`src/rtl/trdb_branch_map_pkg.sv`:
```
// Shared trace-encoder definitions for the branch-map accumulator:
// default map geometry, the emitted record layout and the lane-count helper.
package trdb_branch_map_pkg;

   localparam int BRANCH_MAP_LEN   = 31;
   localparam int BRANCH_COUNT_LEN = 5;
   localparam int MAX_LANES        = 4;

   typedef struct packed {
      logic [BRANCH_MAP_LEN-1:0]   map;
      logic [BRANCH_COUNT_LEN-1:0] count;
      logic                        full;
   } trdb_branch_rec_t;

   // Number of valid lanes counting up from lane 0; stops at the first gap.
   function automatic logic [2:0] trdb_lane_cnt(input logic [MAX_LANES-1:0] valid);
      logic [2:0] n;
      logic       run;
      n   = '0;
      run = 1'b1;
      for (int i = 0; i < MAX_LANES; i++) begin
         if (run && valid[i]) begin
            n = n + 3'd1;
         end else begin
            run = 1'b0;
         end
      end
      return n;
   endfunction

endpackage

```
`src/rtl/trdb_branch_map.sv`:
```
// Multi-lane branch-map accumulator: packs up to N_RET branch outcomes per cycle
// into a MAP_LEN-bit map and emits registered records on fill or flush.
module trdb_branch_map
   import trdb_branch_map_pkg::*;
#(
   parameter int MAP_LEN = BRANCH_MAP_LEN,
   parameter int N_RET   = 2,
   parameter int CNT_W   = $clog2(MAP_LEN + 1)
) (
   input  logic               clk_i,
   input  logic               rst_ni,
   input  logic [N_RET-1:0]   branch_valid_i,
   input  logic [N_RET-1:0]   branch_taken_i,
   input  logic               flush_i,
   output logic               in_ready_o,
   output logic               map_valid_o,
   input  logic               map_ready_i,
   output logic [MAP_LEN-1:0] map_o,
   output logic [CNT_W-1:0]   count_o,
   output logic               full_o
);

   localparam int W     = MAP_LEN + N_RET;
   localparam int SUM_W = CNT_W + 1;
   localparam logic [SUM_W-1:0] FULL_SUM = SUM_W'(MAP_LEN);

   logic [MAP_LEN-1:0] acc_map, acc_map_d;
   logic [CNT_W-1:0]   acc_cnt, acc_cnt_d;
   logic               pend_flush, pend_flush_d;
   trdb_branch_rec_t   rec_q, rec_d;
   logic               map_valid_q, map_valid_d;

   logic [2:0]         lane_n;
   logic [N_RET-1:0]   lane_bits;
   logic [W-1:0]       merged;
   logic [SUM_W-1:0]   sum;
   logic               fill;
   logic               slot_free;
   logic               accept;

   assign slot_free  = !map_valid_q || map_ready_i;
   assign in_ready_o = slot_free && !pend_flush;
   assign accept     = in_ready_o;

   // Map bits store NOT-taken; lanes land at the current fill point, oldest lowest.
   assign lane_n    = trdb_lane_cnt(MAX_LANES'(branch_valid_i));
   assign lane_bits = ~branch_taken_i & branch_valid_i;
   assign merged    = W'(acc_map) | (W'(lane_bits) << acc_cnt);
   assign sum       = SUM_W'(acc_cnt) + SUM_W'(lane_n);
   assign fill      = sum >= FULL_SUM;

   always_comb begin
      acc_map_d    = acc_map;
      acc_cnt_d    = acc_cnt;
      pend_flush_d = pend_flush;
      rec_d        = rec_q;
      map_valid_d  = map_valid_q && !map_ready_i;
      if (accept) begin
         if (fill) begin
            rec_d.map    = BRANCH_MAP_LEN'(merged[MAP_LEN-1:0]);
            rec_d.count  = BRANCH_COUNT_LEN'(MAP_LEN);
            rec_d.full   = 1'b1;
            map_valid_d  = 1'b1;
            // Lanes past the fill point seed the next map; a flush then waits for them.
            acc_map_d    = MAP_LEN'(merged[W-1:MAP_LEN]);
            acc_cnt_d    = CNT_W'(sum - FULL_SUM);
            pend_flush_d = flush_i && (sum != FULL_SUM);
         end else if (flush_i) begin
            rec_d.map    = BRANCH_MAP_LEN'(merged[MAP_LEN-1:0]);
            rec_d.count  = BRANCH_COUNT_LEN'(sum);
            rec_d.full   = 1'b0;
            map_valid_d  = 1'b1;
            acc_map_d    = '0;
            acc_cnt_d    = '0;
         end else begin
            acc_map_d    = merged[MAP_LEN-1:0];
            acc_cnt_d    = CNT_W'(sum);
         end
      end else if (pend_flush && slot_free) begin
         rec_d.map    = BRANCH_MAP_LEN'(acc_map);
         rec_d.count  = BRANCH_COUNT_LEN'(acc_cnt);
         rec_d.full   = 1'b0;
         map_valid_d  = 1'b1;
         acc_map_d    = '0;
         acc_cnt_d    = '0;
         pend_flush_d = 1'b0;
      end
   end

   always_ff @(posedge clk_i or negedge rst_ni) begin
      if (!rst_ni) begin
         acc_map     <= '0;
         acc_cnt     <= '0;
         pend_flush  <= 1'b0;
         rec_q       <= '0;
         map_valid_q <= 1'b0;
      end else begin
         acc_map     <= acc_map_d;
         acc_cnt     <= acc_cnt_d;
         pend_flush  <= pend_flush_d;
         rec_q       <= rec_d;
         map_valid_q <= map_valid_d;
      end
   end

   assign map_valid_o = map_valid_q;
   assign map_o       = rec_q.map[MAP_LEN-1:0];
   assign count_o     = rec_q.count[CNT_W-1:0];
   assign full_o      = rec_q.full;

   // Valid lanes must form a contiguous run starting at lane 0.
   lanes_contiguous: assert property (@(posedge clk_i) disable iff (!rst_ni)
      (branch_valid_i & (branch_valid_i + N_RET'(1))) == '0);

endmodule
```
`config.mk`:
```
export PLATFORM = sky130hd
export DESIGN_NAME = trdb_branch_map
export DESIGN_NICKNAME = d
export VERILOG_FILES = /design/src/rtl/trdb_branch_map_pkg.sv /design/src/rtl/trdb_branch_map.sv
export SDC_FILE = /design/constraint.sdc
export NUM_CORES = 1
export LEC_CHECK = 0
export ABC_AREA = 1
export CORE_MARGIN = 2
export CORE_UTILIZATION = 45
export CTS_CLUSTER_DIAMETER = 200
export DETAILED_ROUTE_END_ITERATION = 16
export MAX_ROUTING_LAYER = met4
export PLACE_DENSITY = 0.76
export SLEW_MARGIN = 20
export SYNTH_ARGS = -nofsm -noshare
export SYNTH_HDL_FRONTEND = slang
export SYNTH_SLANG_ARGS = --single-unit
export TNS_END_PERCENT = 20
```
`constraint.sdc`:
```
create_clock -name clk_i -period 4.5 [get_ports clk_i]
set_input_delay 0.675 -clock clk_i [delete_from_list [all_inputs] [get_ports clk_i]]
set_output_delay 0.675 -clock clk_i [all_outputs]
set_load 0.005 [all_outputs]
```
After elaboration in Yosys (flattened, before gate mapping)
Index checks and enable logic that the tools add are counted. Widths: inputs -> output; s select.

Register bits: 75. Input port bits: 8. Output and inout bits: 39. Logic and storage cells: 52.

$add $sub $neg: 3. Magnitude comparators: 1. Eq/ne operators: 3. Shift-type cells: 1. Multiplexer cells: 22. Bitwise operators: 3. Reduce and logical (&&, ||, !) cells: 12.

Operators by type and width (number): $mux 37 (4); $mux 31 (4); $or 31x33->33 (1); $shl 2x5->33 (1); $mux 5 (4); $mux 1 (9); $add 5x2->6 (1); $ge 6x5->1 const B (1); $ne 6x5->1 const B (1); $logic_and 1x1->1 (5); $sub 5x5->5 const B (1); $reduce_and 2->1 (2); $logic_not 1->1 (3); $ne 3x2->1 const B (1); $add 1x1->2 const B (1); $and 2x2->2 (1); $mux 2 (1); $ne 2x1->1 const B (1); $not 2->2 (1); $reduce_bool 2->1 (1); $logic_or 1x1->1 (1).

Depth between registers and ports, before layout
Word-level depth: 8. Depth in mapped cells: 17. Gate-level depth less buffers: 16.

Least setup slack after synthesis
OpenSTA, ideal clock, no wires.

Path kind: input port to flip-flop. Start: input port branch_valid_i[0]. End: register acc_map[10]. Library setup time: 111 ps. Arrival: 2524 ps. Data required time: 4389 ps. Slack: 1865 ps. Cell stages on the path: 16. Buffers on the path: 2. Path through: inv_1 > nor2_1 > ha_1 > inv_1 > fa_1 > inv_1 > ha_1 > inv_1 > nor2_2 > nand3_2 > nand3_4 > nand2_4 > buf_6 > buf_8 > nand2_2 > inv_2.

Word-level cells in the longest chain between the ends: 7. Elaborated cells between the ends (all ways): 13. Those cells by class: add/sub (2); order compare (1); shift (1); mux (6); bitwise (2); reduce/logical (1).

Ends and longest elaborated chain: from (decl) (line trdb_branch_map.sv:12) `input logic [N_RET-1:0] branch_valid_i,`; $mux 1 (line trdb_branch_map_pkg.sv:22) `if (run && valid[i]) begin`; $add 1x1->2 or $logic_and 1x1->1 (tied branches) (line trdb_branch_map_pkg.sv:23, trdb_branch_map_pkg.sv:22); $mux 2 (line trdb_branch_map_pkg.sv:22); $add 5x2->6 (line trdb_branch_map.sv:49) `assign sum = SUM_W'(acc_cnt) + SUM_W'(lane_n);`; $ge 6x5->1 (line trdb_branch_map.sv:50) `assign fill = sum >= FULL_SUM;`; $mux 31 * (line trdb_branch_map.sv:59) `if (fill) begin`; $mux 31 * (line trdb_branch_map.sv:58) `if (accept) begin`; to (signal assigned) (line trdb_branch_map.sv:98) `acc_map <= acc_map_d;`; to (decl) (line trdb_branch_map.sv:27) `logic [MAP_LEN-1:0] acc_map, acc_map_d;`.

Every way passes the cells marked *; elsewhere a longest branch is shown, timed or not. A chain may end at the register's enable or synchronous reset.

Final worst setup path
Start: input port branch_valid_i[0]. End: register rec_q, in the netlist map_o[17].

Word-level cells in the longest chain between the ends: 7. Elaborated cells between the ends (all ways): 15. Those cells by class: add/sub (2); order compare (1); eq/ne (1); shift (1); mux (6); bitwise (2); reduce/logical (2).

Ends and longest elaborated chain: $mux 1 (line trdb_branch_map_pkg.sv:22); $add 1x1->2 or $logic_and 1x1->1 (tied branches) (line trdb_branch_map_pkg.sv:23, trdb_branch_map_pkg.sv:22); $mux 2 (line trdb_branch_map_pkg.sv:22); $add 5x2->6 (line trdb_branch_map.sv:49); $ge 6x5->1 (line trdb_branch_map.sv:50); $ne 3x2->1 (no source line) or $mux 37 (tied branches); $reduce_and 2->1 (no source line) or $mux 37 (tied branches); to (signal assigned) (line trdb_branch_map.sv:101) `rec_q <= rec_d;`; to (decl) (line trdb_branch_map.sv:30) `trdb_branch_rec_t rec_q, rec_d;`.

Several ways; a longest one is shown, not always the timed one. The select of a mux whose other input is x is not followed.

==> metrics <==
status=finished clean; clock share of power=38.1%; Net Sw Frac=26.3%; DIE AREA=9610 sq um; Setup-failing EPs final=0; Clk Latency, worst-skew pair=0.35 ns; Setup crit start kind=input port; WS Path Type=input port to flop; register area share after synthesis=47.2%; Vias per Instance=5.10; GRT overflow=0; DP HPWL=6130 um; Tcrit/Tclk final=79.5%; DRC viols=0; share of layout cells above drive strength 1=9.14%; Area Growth Syn to Fin=17.3%; FF-to-FF setup slack=1.36 ns; cell family with most CP delay=buffers and inverters; nets=588; CTS Sinks=75; Placer Congestion=0.926; Clock Tree Buf Depth=2; Pins Over Slew Limit=0; TritonCTS clock tree=yes; Yosys cell types=33; clock-pin slew on the worst setup and hold paths=0.08 ns; input/output buffers=46; largest net degree at the start of global routing=42; Slowest-stage cell, CP=inv_2; post-synthesis cell count=541; initial antenna violation count=0; Syn. warnings=0; CP endpoint kind=flop; Most common cell on crit path=inv_1; Post-synth ARST share=100%; Net Count, Synth=553; hold-fix buffer count after cts=0; Mean Syn Cell Area=7.35 sq um; Levels on crit path=16; RSZ-0062 raised after global routing=false; Worst EP required=4.80 ns; TritonCTS buffer count=9; Inserted Diodes=0; cell leakage power=0.00254 uW; number of max-cap violations=0; FMAX=280 MHz; CP arrival=3.87 ns; CTS resizes=0; Post-synth top flop=dfrtp_1; CTS HTree Levels=3; final WL=9130 um; crit-path cells=clkdlybuf4s50_1 > inv_1 > nor2_1 > ha_1 > inv_1 > fa_1 > inv_1 > ha_1 > inv_1 > nor2_2 > nand3_2 > nand3_4 > nand2_4 > inv_2 > nand2_1 > nand2_1; synthesized flop and latch total=75; Post-synth EDFFs=0; TNS Setup=0 ns; GRT Overall Usage=20.7%; Reg power frac=48.6%; core area=8640 sq um; Slew HR=48.3%; Final Hold Fails=0; worst-margin pin slew=0.775 ns; Final Critical Period=3.58 ns; Psw=389 uW; Reg-to-Reg Start=acc_cnt[1]$_DFFE_PN0P_; TritonRoute pass-1 iters=5; mapped cell area=3980 sq um; Hold WC Path Type=input port to asynchronous set/reset pin; worst hold slack=0.385 ns; IO Pins=47; number of fill cells=842; Die Y=98.0 um; # rows=34; Die X=98.0 um; VDD IR max=0.126 mV; Iter 0 DRT Violations=241; Initial Util=46.1%; first-pass GRT wire length=15600 um; Crit Path Max Fanout=38; internal power=1090 uW; part of the power in combinational logic=13.3%; PD cells=317 nW/um^2; FF-to-FF path depth=12; Setup Buffers After CTS=0; max incr delay on CP=0.54 ns; reg2reg end=map_o[17]$_DFFE_PN0P_; Routed Antenna Nets=0; Vias=3509; WP buf/inv=6; Wirelength per Cell=13.3 um; vias in the first global route=3315; clock root buffer=clkbuf_8; Final Skew=0.00857 ns
==> worst register-to-register path: stages, from the launching register on <==
cell     delay (ns)
dfrtp_1        0.52
inv_1          0.22
fa_1           0.57
inv_1          0.09
ha_1           0.18
inv_1          0.06
nor2_2         0.12
nand3_2        0.16
nand3_4        0.12
nand2_4        0.24
inv_2          0.55
nand2_1        0.18
nand2_1        0.09
==> metal layers <==
| metal | up-vias | track usage [%] | wire [um] |
|---|---|---|---|
| met3 | 23 | 4.08 | 418 |
| met5 | - | - | 0 |
| li1 | 1720 | - | - |
| met4 | 0 | 8.76 | 222 |
| met2 | 119 | 31.0 | 4370 |
| met1 | 1647 | 27.7 | 4110 |
==> cells in the final DEF (no fill, tap or decap) <==
master           instances
a21oi_1                  1
a31oi_1                  1
buf_2                    1
buf_4                    5
bufinv_16                2
clkbuf_8                10
clkdlybuf4s50_1         45
clkinv_2                 2
clkinvlp_4               1
dfrtp_1                 75
fa_1                     1
ha_1                     3
inv_1                   70
inv_2                   14
nand2_1                206
nand2_2                 10
nand2_4                  1
nand3_1                 34
nand3_2                  1
nand3_4                  1
nand4_1                  3
nor2_1                  16
nor2_2                   2
nor2_4                   1
nor2_8                   1
nor3_1                   3
nor4_1                   1
o211ai_1                 1
o21ai_0                 61
o21bai_1                 2
o22ai_1                  1
o31ai_1                  1
xor2_1                   2
xor2_2                   1
==> cells in the mapped netlist (2+ instances only) <==
| cell | instances | share of area [%] |
|---|---|---|
| buf_2 | 9 | 1.1 |
| o21ai_0 | 61 | 7.7 |
| nand2_2 | 10 | 1.6 |
| nand4_1 | 3 | 0.47 |
| dfrtp_1 | 75 | 47 |
| nor2_1 | 16 | 1.5 |
| nand2_1 | 206 | 19 |
| buf_6 | 2 | 0.57 |
| nand3_1 | 34 | 4.3 |
| buf_1 | 2 | 0.19 |
| clkbuf_1 | 9 | 0.85 |
| xor2_1 | 2 | 0.44 |
| buf_4 | 4 | 0.75 |
| inv_2 | 14 | 1.3 |
| nor3_1 | 3 | 0.38 |
| nor2_2 | 2 | 0.31 |
| o21bai_1 | 2 | 0.38 |
| ha_1 | 3 | 0.94 |
| inv_1 | 70 | 6.6 |
==> logic make-up (layout without fill, tap and decap cells) <==
kind of cell	Yosys count	in the layout	share of synthesized area (%)
AOI/OAI and AO/OA	68	68	8.87
adders and majority gates	4	4	1.45
xor gates and xnor gates	3	3	0.849
buffers and inverters	111	150	11.8
and+or+nand+nor	280	280	29.9
DFF	75	75	47.2
==> sequential cells by signal (all words and copies together), names as in the netlist <==
| name | flops |
|---|---|
| acc_cnt | 5 |
| acc_map | 31 |
| count_o | 5 |
| full_o | 1 |
| map_o | 31 |
| map_valid_o | 1 |
| pend_flush | 1 |
==> cell type report <==
| cell class | instances | area, sq um | share of cell area, % |
|---|---|---|---|
| flip-flops and latches | 75 | 1880 | 40.2 |
| multi-input cells | 355 | 1630 | 35.0 |
| repair buffers | 51 | 493 | 10.6 |
| inverters | 84 | 315 | 6.75 |
| clock buffers | 10 | 138 | 2.95 |
| well taps | 108 | 135 | 2.89 |
| clock inverters | 5 | 77.6 | 1.66 |
==> stage by stage <==
stage / power, uW / cell area (sq um) / util [%] / setup slack (ns) / cells
3_5_place_dp: 929 / 4450 / 51.6 / 0.544 / 673
4_1_cts: 1490 / 4670 / 54.1 / 0.912 / 688
6_report: 1480 / 4670 / 54.1 / 0.923 / 688
3_3_place_gp: 923 / 4450 / 51.6 / 0.680 / 673
2_1_floorplan: 852 / 3980 / - / 1.86 / 541
5_1_grt: 1550 / 4670 / 54.1 / 0.694 / 688
==> worst max-delay path by stage <==
stage                      startpoint                      end  slack [ns]
finish              branch_valid_i[0]    map_o[17]$_DFFE_PN0P_        0.92
global placement    branch_valid_i[0]    map_o[17]$_DFFE_PN0P_        0.68
CTS                 branch_valid_i[0]    map_o[17]$_DFFE_PN0P_        0.91
floorplan           branch_valid_i[0]  acc_map[10]$_DFFE_PN0P_        1.86
detailed placement  branch_valid_i[0]    map_o[17]$_DFFE_PN0P_        0.54
global route        branch_valid_i[0]    map_o[17]$_DFFE_PN0P_        0.69
==> power by group through the flow <==
stage,sequential [uW],clock (uW),combinational (uW)
global placement,731,0,192
detailed placement,732,0,197
global route,722,610,220
CTS,719,577,198
finish,719,564,197
floorplan,723,0,129
No activity file was read; power rests on OpenSTA's default activity.
